===== src/rtl/accel_dma_pkg.sv =====
// accel_dma_pkg: shared types and constants for the accelerator readback DMA and the custom-instruction unit.
package accel_dma_pkg;
    typedef enum logic [1:0] {IDLE, RD, WR, DONE} dma_state_t;
    localparam logic [31:0] ACCEL_BASE_DEFAULT = 32'h0200_0000;
    localparam int ACCEL_WIN_BITS = 8;
    localparam int DMA_LEN_W = 16;
    localparam logic [1:0] CMD_DMA_READBACK = 2'b11;
endpackage


===== src/rtl/accel_result_dma.sv =====
// accel_result_dma: copies result words from the accelerator MMIO window into RAM, one read then one write per word.
// Optional ACCEL_DMA_TIMEOUT_EN bounds how long a read may wait for accel_mem_ready.
import accel_dma_pkg::*;

module accel_result_dma #(
    parameter int RAM_AW = 12,
    parameter logic [31:0] ACCEL_BASE = ACCEL_BASE_DEFAULT,
    parameter int TIMEOUT_CYCLES = 1024
) (
    input  logic                 clk,
    input  logic                 rst,
    input  logic                 cmd_valid,
    output logic                 cmd_ready,
    input  logic [7:0]           cmd_src_off,
    input  logic [31:0]          cmd_dst_addr,
    input  logic [15:0]          cmd_len,
    input  logic                 abort,
    output logic                 busy,
    output logic                 done,
    output logic                 err,
    output logic [15:0]          words_done,
    output logic                 accel_mem_valid,
    output logic                 accel_mem_write,
    output logic [31:0]          accel_mem_addr,
    input  logic [31:0]          accel_mem_rdata,
    input  logic                 accel_mem_ready,
    output logic                 ram_req,
    input  logic                 ram_gnt,
    output logic [RAM_AW-1:0]    ram_addr,
    output logic [31:0]          ram_wdata
);
    dma_state_t r_state, w_next;
    logic [ACCEL_WIN_BITS-1:0] r_src_off, w_off;
    logic [RAM_AW-1:0] r_dst_idx;
    logic [DMA_LEN_W-1:0] r_len, r_pos, r_words_done;
    logic [31:0] r_data;
    logic r_err, w_last, w_tmo_hit, w_unused;

    assign w_unused = ^{cmd_dst_addr[31:RAM_AW+2], cmd_dst_addr[1:0]};
    // Source offset wraps inside the 256-byte window.
    assign w_off = r_src_off + {r_pos[ACCEL_WIN_BITS-3:0], 2'b00};
    assign w_last = (r_pos + 16'd1) == r_len;

`ifdef ACCEL_DMA_TIMEOUT_EN
    localparam int TMO_W = $clog2(TIMEOUT_CYCLES + 1);
    logic [TMO_W-1:0] r_tmo;
    assign w_tmo_hit = r_state == RD && !accel_mem_ready && r_tmo == TMO_W'(TIMEOUT_CYCLES - 1);
    always_ff @(posedge clk or posedge rst) begin
        if (rst) r_tmo <= '0;
        else r_tmo <= (r_state == RD && !accel_mem_ready && !w_tmo_hit) ? r_tmo + 1'b1 : '0;
    end
`else
    assign w_tmo_hit = 1'b0;
`endif

    always_comb begin
        w_next = r_state;
        unique case (r_state)
            IDLE: if (cmd_valid) w_next = (cmd_len == '0) ? DONE : RD;
            RD:   w_next = (abort || w_tmo_hit) ? DONE : accel_mem_ready ? WR : RD;
            WR:   w_next = (abort || (ram_gnt && w_last)) ? DONE : ram_gnt ? RD : WR;
            DONE: w_next = IDLE;
            default: w_next = IDLE;
        endcase
    end

    always_ff @(posedge clk or posedge rst) begin
        if (rst) begin
            r_state <= IDLE;
            r_src_off <= '0;
            r_dst_idx <= '0;
            r_len <= '0;
            r_pos <= '0;
            r_words_done <= '0;
            r_data <= '0;
            r_err <= 1'b0;
        end else begin
            r_state <= w_next;
            if (r_state == IDLE && cmd_valid) begin
                r_src_off <= cmd_src_off;
                r_dst_idx <= cmd_dst_addr[RAM_AW+1:2];
                r_len <= cmd_len;
                r_pos <= '0;
                r_words_done <= '0;
                r_err <= 1'b0;
            end
            if (r_state == RD && accel_mem_ready && !abort) r_data <= accel_mem_rdata;
            // A granted write in the abort cycle still commits and is counted.
            if (r_state == WR && ram_gnt) begin
                r_words_done <= r_words_done + 1'b1;
                if (!abort && !w_last) r_pos <= r_pos + 1'b1;
            end
            if ((r_state == RD || r_state == WR) && (abort || w_tmo_hit)) r_err <= 1'b1;
        end
    end

    assign cmd_ready = r_state == IDLE;
    assign busy = r_state != IDLE;
    assign done = r_state == DONE;
    assign err = r_err;
    assign words_done = r_words_done;
    assign accel_mem_valid = r_state == RD;
    assign accel_mem_write = 1'b0;
    assign accel_mem_addr = accel_mem_valid ? (ACCEL_BASE | {{(32-ACCEL_WIN_BITS){1'b0}}, w_off}) : '0;
    assign ram_req = r_state == WR;
    assign ram_addr = ram_req ? r_dst_idx + r_pos[RAM_AW-1:0] : '0;
    assign ram_wdata = ram_req ? r_data : '0;
endmodule


===== config.mk =====
export PLATFORM = sky130hd
export DESIGN_NAME = accel_result_dma
export DESIGN_NICKNAME = d
export VERILOG_FILES = /design/src/rtl/accel_dma_pkg.sv /design/src/rtl/accel_result_dma.sv
export SDC_FILE = /design/constraint.sdc
export NUM_CORES = 1
export LEC_CHECK = 0
export ABC_AREA = 1
export BUFFER_PORTS_ARGS = -buffer_cell sky130_fd_sc_hd__clkbuf_2
export CORE_MARGIN = 2
export CORE_UTILIZATION = 50
export DETAILED_ROUTE_END_ITERATION = 8
export GPL_TIMING_DRIVEN = 0
export PLACE_DENSITY = 0.78
export SYNTH_ARGS = -nofsm -noshare
export SYNTH_HDL_FRONTEND = slang
export SYNTH_SLANG_ARGS = --single-unit
export TNS_END_PERCENT = 30

===== constraint.sdc =====
create_clock -name clk -period 4.3 [get_ports clk]
set_input_delay 0.86 -clock clk [delete_from_list [all_inputs] [get_ports clk]]
set_output_delay 0.86 -clock clk [all_outputs]
set_load 0.01 [all_outputs]

; After elaboration in Yosys (flattened, before gate mapping)
; Cells that the tools add are included.
[op_classes]
addsub = 4
multipliers = 0
n_div = 0
order_cmp = 0
eq_ne = 5
shifts = 0
muxes = 17
bitwise_logic = 0
n_reduce_logical = 16
[ops]
columns = operator, count
row1 = $mux W16, 5
row2 = $add A16 B1 Y16 const B, 2
row3 = $mux W32, 1
row4 = $mux W26, 1
row5 = $eq A16 B16 Y1, 1
row6 = $logic_not A16 Y1, 1
row7 = $add A12 B12 Y12, 1
row8 = $mux W12, 1
row9 = $mux W2, 6
row10 = $add A8 B8 Y8, 1
row11 = $pmux W2 S4, 1
row12 = $logic_and A1 B1 Y1, 7
row13 = $reduce_bool A2 Y1, 3
row14 = $eq A2 B2 Y1 const B, 2
row15 = $eq A2 B1 Y1 const B, 1
row16 = $logic_not A1 Y1, 2
row17 = $logic_not A2 Y1, 1
row18 = $logic_or A1 B1 Y1, 2
row19 = $mux W1, 2
row20 = $ne A2 B2 Y1 const B, 1
[totals]
regBits = 103
latchBits = 0
ram_bits = 0
mem_bits_ro = 0
inputBits = 94
out_inout_bits = 99
word_cells = 50
n_memories = 0

; Logic depth before layout (Yosys ltp)
; Gate-level depths: netlist of run 1.
[logic_depth]
word_depth = 6
depth_mapped = 17
ltp_nobuf = 17

; Least setup slack after synthesis of run 1
; Ideal clock, no wire load.
[synth_path]
path_kind = reg2out
start = register r_pos[2]
end = output port accel_mem_addr[7]
arrival_ns = 1.708
required_time_ns = 3.440
path_slack_ns = 1.732
stages_incl_launch_ff = 10
path_buffers = 0
cell_sequence = dfrtp_1 ha_1 a21oi_1 inv_1 a31oi_1 nor2_1 nor2_1 nor2_1 o21a_1 nor3_1
[synth_between]
elab_chain_len = 2
[synth_lines]
columns = item, line_no
row1 = from (decl), accel_result_dma.sv:35  ; logic [DMA_LEN_W-1:0] r_len, r_pos, r_words_done;
row2 = from (signal assigned), accel_result_dma.sv:91  ; if (!abort && !w_last) r_pos <= r_pos + 1'b1;
row3 = $add A8 B8 Y8, accel_result_dma.sv:41  ; assign w_off = r_src_off + {r_pos[ACCEL_WIN_BITS-3:0], 2'b00};
row4 = $mux W26, accel_result_dma.sv:104  ; assign accel_mem_addr = accel_mem_valid ? (ACCEL_BASE | {{(32-ACCEL_WIN_BITS){1'b0}}, w_off}) : '0;
row5 = to (decl), accel_result_dma.sv:24  ; output logic [31:0] accel_mem_addr,
; No other way between the ends.

; Worst setup path in the final report of run 1
[layout_path]
start = register r_pos[0]
end = output port ram_addr[8]
[layout_between]
elab_chain_len = 2
[layout_lines]
columns = item, line_no
row1 = $add A12 B12 Y12, accel_result_dma.sv:106  ; assign ram_addr = ram_req ? r_dst_idx + r_pos[RAM_AW-1:0] : '0;
row2 = $mux W12, accel_result_dma.sv:106
row3 = to (decl), accel_result_dma.sv:29  ; output logic [RAM_AW-1:0] ram_addr,
; No other way between the ends.

==> results of run 1 <==
[stage by stage]
stage / util / TNS (ns) / instances / hold WS, ns
2_1_floorplan: - / 0 / 818 / 0.4492
3_3_place_gp: 0.5947 / -49.97 / 1113 / 0.4562
3_5_place_dp: 0.5972 / 0 / 1114 / 0.4685
4_1_cts: 0.6279 / 0 / 1130 / 0.4867
5_1_grt: 0.6279 / 0 / 1130 / 0.5151
6_report: 0.6279 / 0 / 1130 / 0.4919
[worst paths after layout]
path,from,end,slack [ns],cells past startpoint
setup / recovery,r_pos[0],ram_addr[8],1.01,8
setup reg to reg,r_pos[1],r_pos[6],1.79,13
hold / removal,r_src_off[1],r_src_off[1],0.49,2
hold reg to reg,r_src_off[1],r_src_off[1],0.49,2
min in group asynchronous,rst,r_data[24],0.61,2
max in group asynchronous,rst,r_dst_idx[2],3.01,3
[Yosys cell counts, drive strengths merged (3+ instances only)]
cell type,instances,area [µm²]
o21a,4,30.03
clkbuf,10,37.54
xor2,4,35.03
nor3,4,20.02
o21ai,46,230.2
nand2,243,914.6
nand4,13,81.33
nand3b,4,30.03
nor2,53,229.0
dfrtp,103,2577
mux2,32,360.4
a21oi,38,190.2
ha,22,275.3
nor4,3,18.77
inv,104,390.4
nand3,58,307.8
buf,37,254.0
[logic make-up (layout without fill, tap and decap cells)]
kind of cell             count (synthesis)  in the layout  share of synthesized area
AND/OR/NAND/NOR                        379            379                     0.2622
AO/OA/AOI/OAI                           97             97                    0.08468
adder cells (fa/ha/maj)                 24             24                    0.05142
other                                    1             24                  0.0006115
XOR/XNOR                                 6              6                   0.008570
flip-flops                             103            103                     0.4203
multiplexers                            33             33                    0.06040
buffers and inverters                  152            317                     0.1118
[per-layer routing]
metal,wire [µm],up-vias
met5,0,-
met4,234,0
met3,916,22
met2,6682,181
met1,6766,2542
li1,-,2875
[worst max-delay path: stages, from the launching register on]
cell and delay [ns]:
dfrtp_1 0.49, ha_1 0.27, fa_1 0.46, a21oi_1 0.26
nor2_1 0.07, o22ai_1 0.16, xor2_1 0.17, nor2_1 0.05
clkbuf_2 0.14
[cell type report]
cell class | count | area (µm²) | area share
timing repair buffer | 149 | 768.2 | 0.1019
clock inverter | 7 | 143.9 | 0.01908
clock buffer | 9 | 225.2 | 0.02986
inverter | 105 | 396.6 | 0.05259
sequential | 103 | 2577 | 0.3417
tap | 147 | 183.9 | 0.02439
multi-input combinational | 563 | 2955 | 0.3918
buffer | 47 | 291.5 | 0.03865
[flip-flops by register name, indices dropped and copies added (netlist names)]
register    count
r_state         2
r_pos          16
err             1
r_data         32
words_done     16
r_dst_idx      12
r_len          16
r_src_off       8
[report_power, final]
part	internal [mW]	total, mW	switching, mW
Clock	0.631	1.00	0.373
Combinational	0.631	1.50	0.873
Sequential	1.32	1.56	0.241
==> run metrics, run 1 <==
# port buffers roughly 150; Antenna diodes 0; clock buffer depth 2; GR Overflow Total 0; Tmin final about 3.3 ns; H-tree depth 3; Synth Instances 795; placed instance area just over 7000 µm²; worst setup margin 1.009 ns; pre-CTS setup slack roughly 1.4 ns; Peak Freq 303.9 MHz; core area 12,010 µm²; DR DRC count 0; Mean Syn Cell Area slightly below 8 µm²; hold_buf cts 0; Boundary Pins between 150 and 200; FILL cells around 1,100; YS warnings 0; most common cell after layout, fill and taps aside nand2_1; clock-pin slew on the worst setup and hold paths 0.07 ns; endpoints failing hold 0; Final Setup Violations 0; HPWL Detailed 10,960 µm; RSZ-0062 raised after global routing no; wire length per cell roughly 13 µm; met3 usage 0.03321; Root Driver clkbuf_16; Area Growth Syn to Fin 23.00%; layout cells sized above 1 0.2411; PwrDens roughly 540 nW/µm²; Final Instance Area approximately 7500 µm²; critical path arrival about 2.4 ns; Global Route met1 Usage 0.3090; met2 Resource Use GR 0.3677; ys async rst share 1.000; number of synthesized flops with an enable pin 0; #FFs+latches synth ~100; post-route ant nets 0; commonest cells after routing, fill and taps aside 242 x nand2_1, 148 x clkbuf_2, 103 x dfrtp_1; worst skew pair latency roughly 0.34 ns; count of different cell masters after synthesis 39; cts bufs inserted 9; gpl congestion between 0.8 and 0.9; crit end category output pin; total wire length around 15,000 µm; Final Total Pwr between 4 and 5 mW; Synth Cell Area a little over 6000 µm²; CP Launch Type flip-flop; number of clock sinks between 100 and 150; antenna violations before repair 0; Worst EP required ~3.4 ns; vias in the first global route approximately 5,000; static leakage approximately 4.2 nW; Pins Over Slew Limit 0; cts repair resizes 0; status finished clean; die height roughly 110 µm; crit-path max FO 8; DR pass1 iterations 5; Max-Slew Margin vs Limit 0.5417; Die W around 110 µm; fin crit share 0.7653; row count 40; total setup buffers inserted after CTS 0; VDD IR-drop max between 0.0002 and 0.0003 V; layer with the highest usage met2; Most used DFF post-synth dfrtp_1; first-pass GRT wire length ~24,000 µm; CTS tree built; vias post-DR 5,620; pin count of the biggest net entering global routing 54; Initial Utilization 0.5105; CP Class flip-flop to output pin; routed vias/inst ~5.0; Overall Global Routing Usage 0.2264; drt initial violations 394; Worst Hold Class flip-flop to flip-flop; # nets final between 1,000 and 1,500; Max-cap violations 0; Worst Tran Pin Value roughly 0.7 ns; DIE AREA roughly 13,000 µm²; sequential area share after synthesis 0.4203; Clock Skews between 0.004 and 0.005 ns
(Power assumes the default switching activity.)
==> run 2: changes to the inputs <==
==> constraint.sdc (replaced) <==
create_clock -name clk -period 3.3 [get_ports clk]
set_input_delay 0.66 -clock clk [delete_from_list [all_inputs] [get_ports clk]]
set_output_delay 0.66 -clock clk [all_outputs]
set_load 0.01 [all_outputs]
==> run 2 against run 1 <==
  * Sequential share of layout area is 0.14 points higher
  * Wire length down 1.1%
  * Highest routed layer unchanged
  * Clock power grew 16%
  * Critical path depth did not move
  * Sequential cell count unchanged
  * Via count shrank 1.1%
  * Die area is the same
==> run metrics, run 2 (same netlist as run 1, synthesis figures left out) <==
critical path arrival approximately 2.4 ns; Initial Utilization 0.5105; Clk pwr share 0.224; CP Class flip-flop to output pin; hold_buf cts 0; max reg flops 32; commonest cells after routing, fill and taps aside 242 x nand2_1, 148 x clkbuf_2, 103 x dfrtp_1; Worst EP required 2.64 ns; CP startpoint r_pos[0]; DIE AREA approximately 13,000 µm²; DR DRC count 0; CP bufs+invs 1; clock buffer depth 2; CP endpoint ram_addr[8]; core area roughly 12,000 µm²; clock-pin slew on the worst setup and hold paths roughly 0.070 ns; Worst Tran Pin Value about 0.70 ns; Boundary Pins 193; critical path depth 8; DR pass1 iterations 5; Final Total Pwr between 5 and 6 mW; endpoints failing hold 0; drt initial violations 363; Max-Slew Margin vs Limit 0.5292; VDD IR-drop max 0.0005651 V; most common cell after layout, fill and taps aside nand2_1; worst skew pair latency 0.34 ns; row count 40; # port buffers about 150; vias post-DR around 5,600; CP Launch Type flip-flop; Final Setup Violations 0; reg2reg start r_pos[1]; layout cells sized above 1 0.2398; RSZ-0062 raised after global routing no; GR Overflow Total 0; PwrDens 686.2 nW/µm²; status finished clean; total setup buffers inserted after CTS 0; Tmin final 3.043 ns; crit-path most repeated cell nor2_1; cts bufs inserted 9; HPWL Detailed 11,020 µm; Comb power frac 0.380; worst reg2reg setup slack roughly 0.65 ns; gpl congestion 0.8612; Die W 114.7 µm; P_sw 1.906 mW; number of clock sinks between 100 and 150; Pins Over Slew Limit 0; crit-path max FO 8; Max-cap violations 0; vias in the first global route 5,104; Peak Freq 328.6 MHz; CTS tree built; Worst Hold Class primary input to asynchronous set/reset pin; FF-to-FF End r_pos[6]; # nets final 1,097; worst r2r path cells 13; static leakage ~4.2 nW; Root Driver clkbuf_16; switch share 0.3698; Setup TNS Final 0 ns; Overall Global Routing Usage 0.2245; antenna violations before repair 0; die height between 100 and 150 µm; first-pass GRT wire length about 24,000 µm; total wire length 14,440 µm; critical path's slowest cell dfrtp_1; Antenna diodes 0; Area Growth Syn to Fin 22.51%; Multi-input gate area between 2000 and 3000 µm²; Reg area about 2600 µm²; FILL cells between 1,000 and 1,500; Internal Dissipation about 3.2 mW; pin count of the biggest net entering global routing 42; Cell Chain, Critical Path ha_1, fa_1, a21oi_1, nor2_1, o22ai_1, xor2_1, nor2_1, clkbuf_2; Crit path max-delay family adder cells; crit end category output pin; wire length per cell between 10 and 15 µm; Worst path max stage delay around 0.50 ns; register share of total power 0.396; Clock Skews ~0.0044 ns; fin crit share 0.9222; post-route ant nets 0; routed vias/inst a little under 5; Biggest register r_data; cts repair resizes 0; H-tree depth 3
run 2: worst reg2reg max path, cell delays in order (launching register included):
cell	delay [ns]
dfrtp_1	0.58
ha_1	0.27
nand2_1	0.13
nor2_4	0.24
nand2_1	0.11
nand3b_1	0.10
nand3_1	0.08
nor2_1	0.17
nand2_1	0.11
nor2_1	0.19
nand3_2	0.13
nand3_4	0.12
buf_4	0.20
o21ai_0	0.10
run 2: power groups by stage:
stage | Sequential [mW] | Combinational [mW] | Clock (mW)
CTS | 2.03 | 1.97 | 1.18
detailed placement | 2.05 | 1.96 | 0
global route | 2.09 | 2.22 | 1.24
global placement | 2.03 | 1.91 | 0
finish | 2.04 | 1.96 | 1.16
floorplan | 1.96 | 1.40 | 0
run 2: worst min-delay path by stage:
stage,end,slack (ns),depth (start not counted)
after floorplan,r_src_off[0],0.45,2
after global placement,words_done[15],0.46,1
after detailed placement,r_src_off[1],0.47,2
after CTS,r_data[22],0.42,2
after global routing,r_data[15],0.45,2
final,r_data[22],0.41,2
run 2: cell type report:
cell class,count,area share
clock buffer,13,0.03464
timing repair buffer,150,0.1039
sequential,103,0.3431
buffer,47,0.03881
inverter,105,0.05296
tap,147,0.02448
clock inverter,3,0.008661
multi-input combinational,563,0.3934
run 2: per-layer routing:
metal | wire [µm] | vias up | global-route usage
li1 | - | 2865 | -
met1 | 6833 | 2489 | 0.3030
met2 | 6607 | 191 | 0.3763
met3 | 860 | 12 | 0.05113
met4 | 139 | 0 | 0.04337
met5 | 0 | - | 0
run 2: metrics by stage:
step	util	worst slack, ns	cells	cell area, µm²	hold WS [ns]
floorplan	-	0.9318	818	6222	0.4492
global placement	0.5950	0.6439	1113	7147	0.4579
detailed placement	0.5983	0.6414	1115	7187	0.4676
CTS	0.6254	0.2573	1131	7512	0.4212
global route	0.6254	0.04498	1131	7512	0.4513
finish	0.6254	0.2569	1131	7512	0.4059
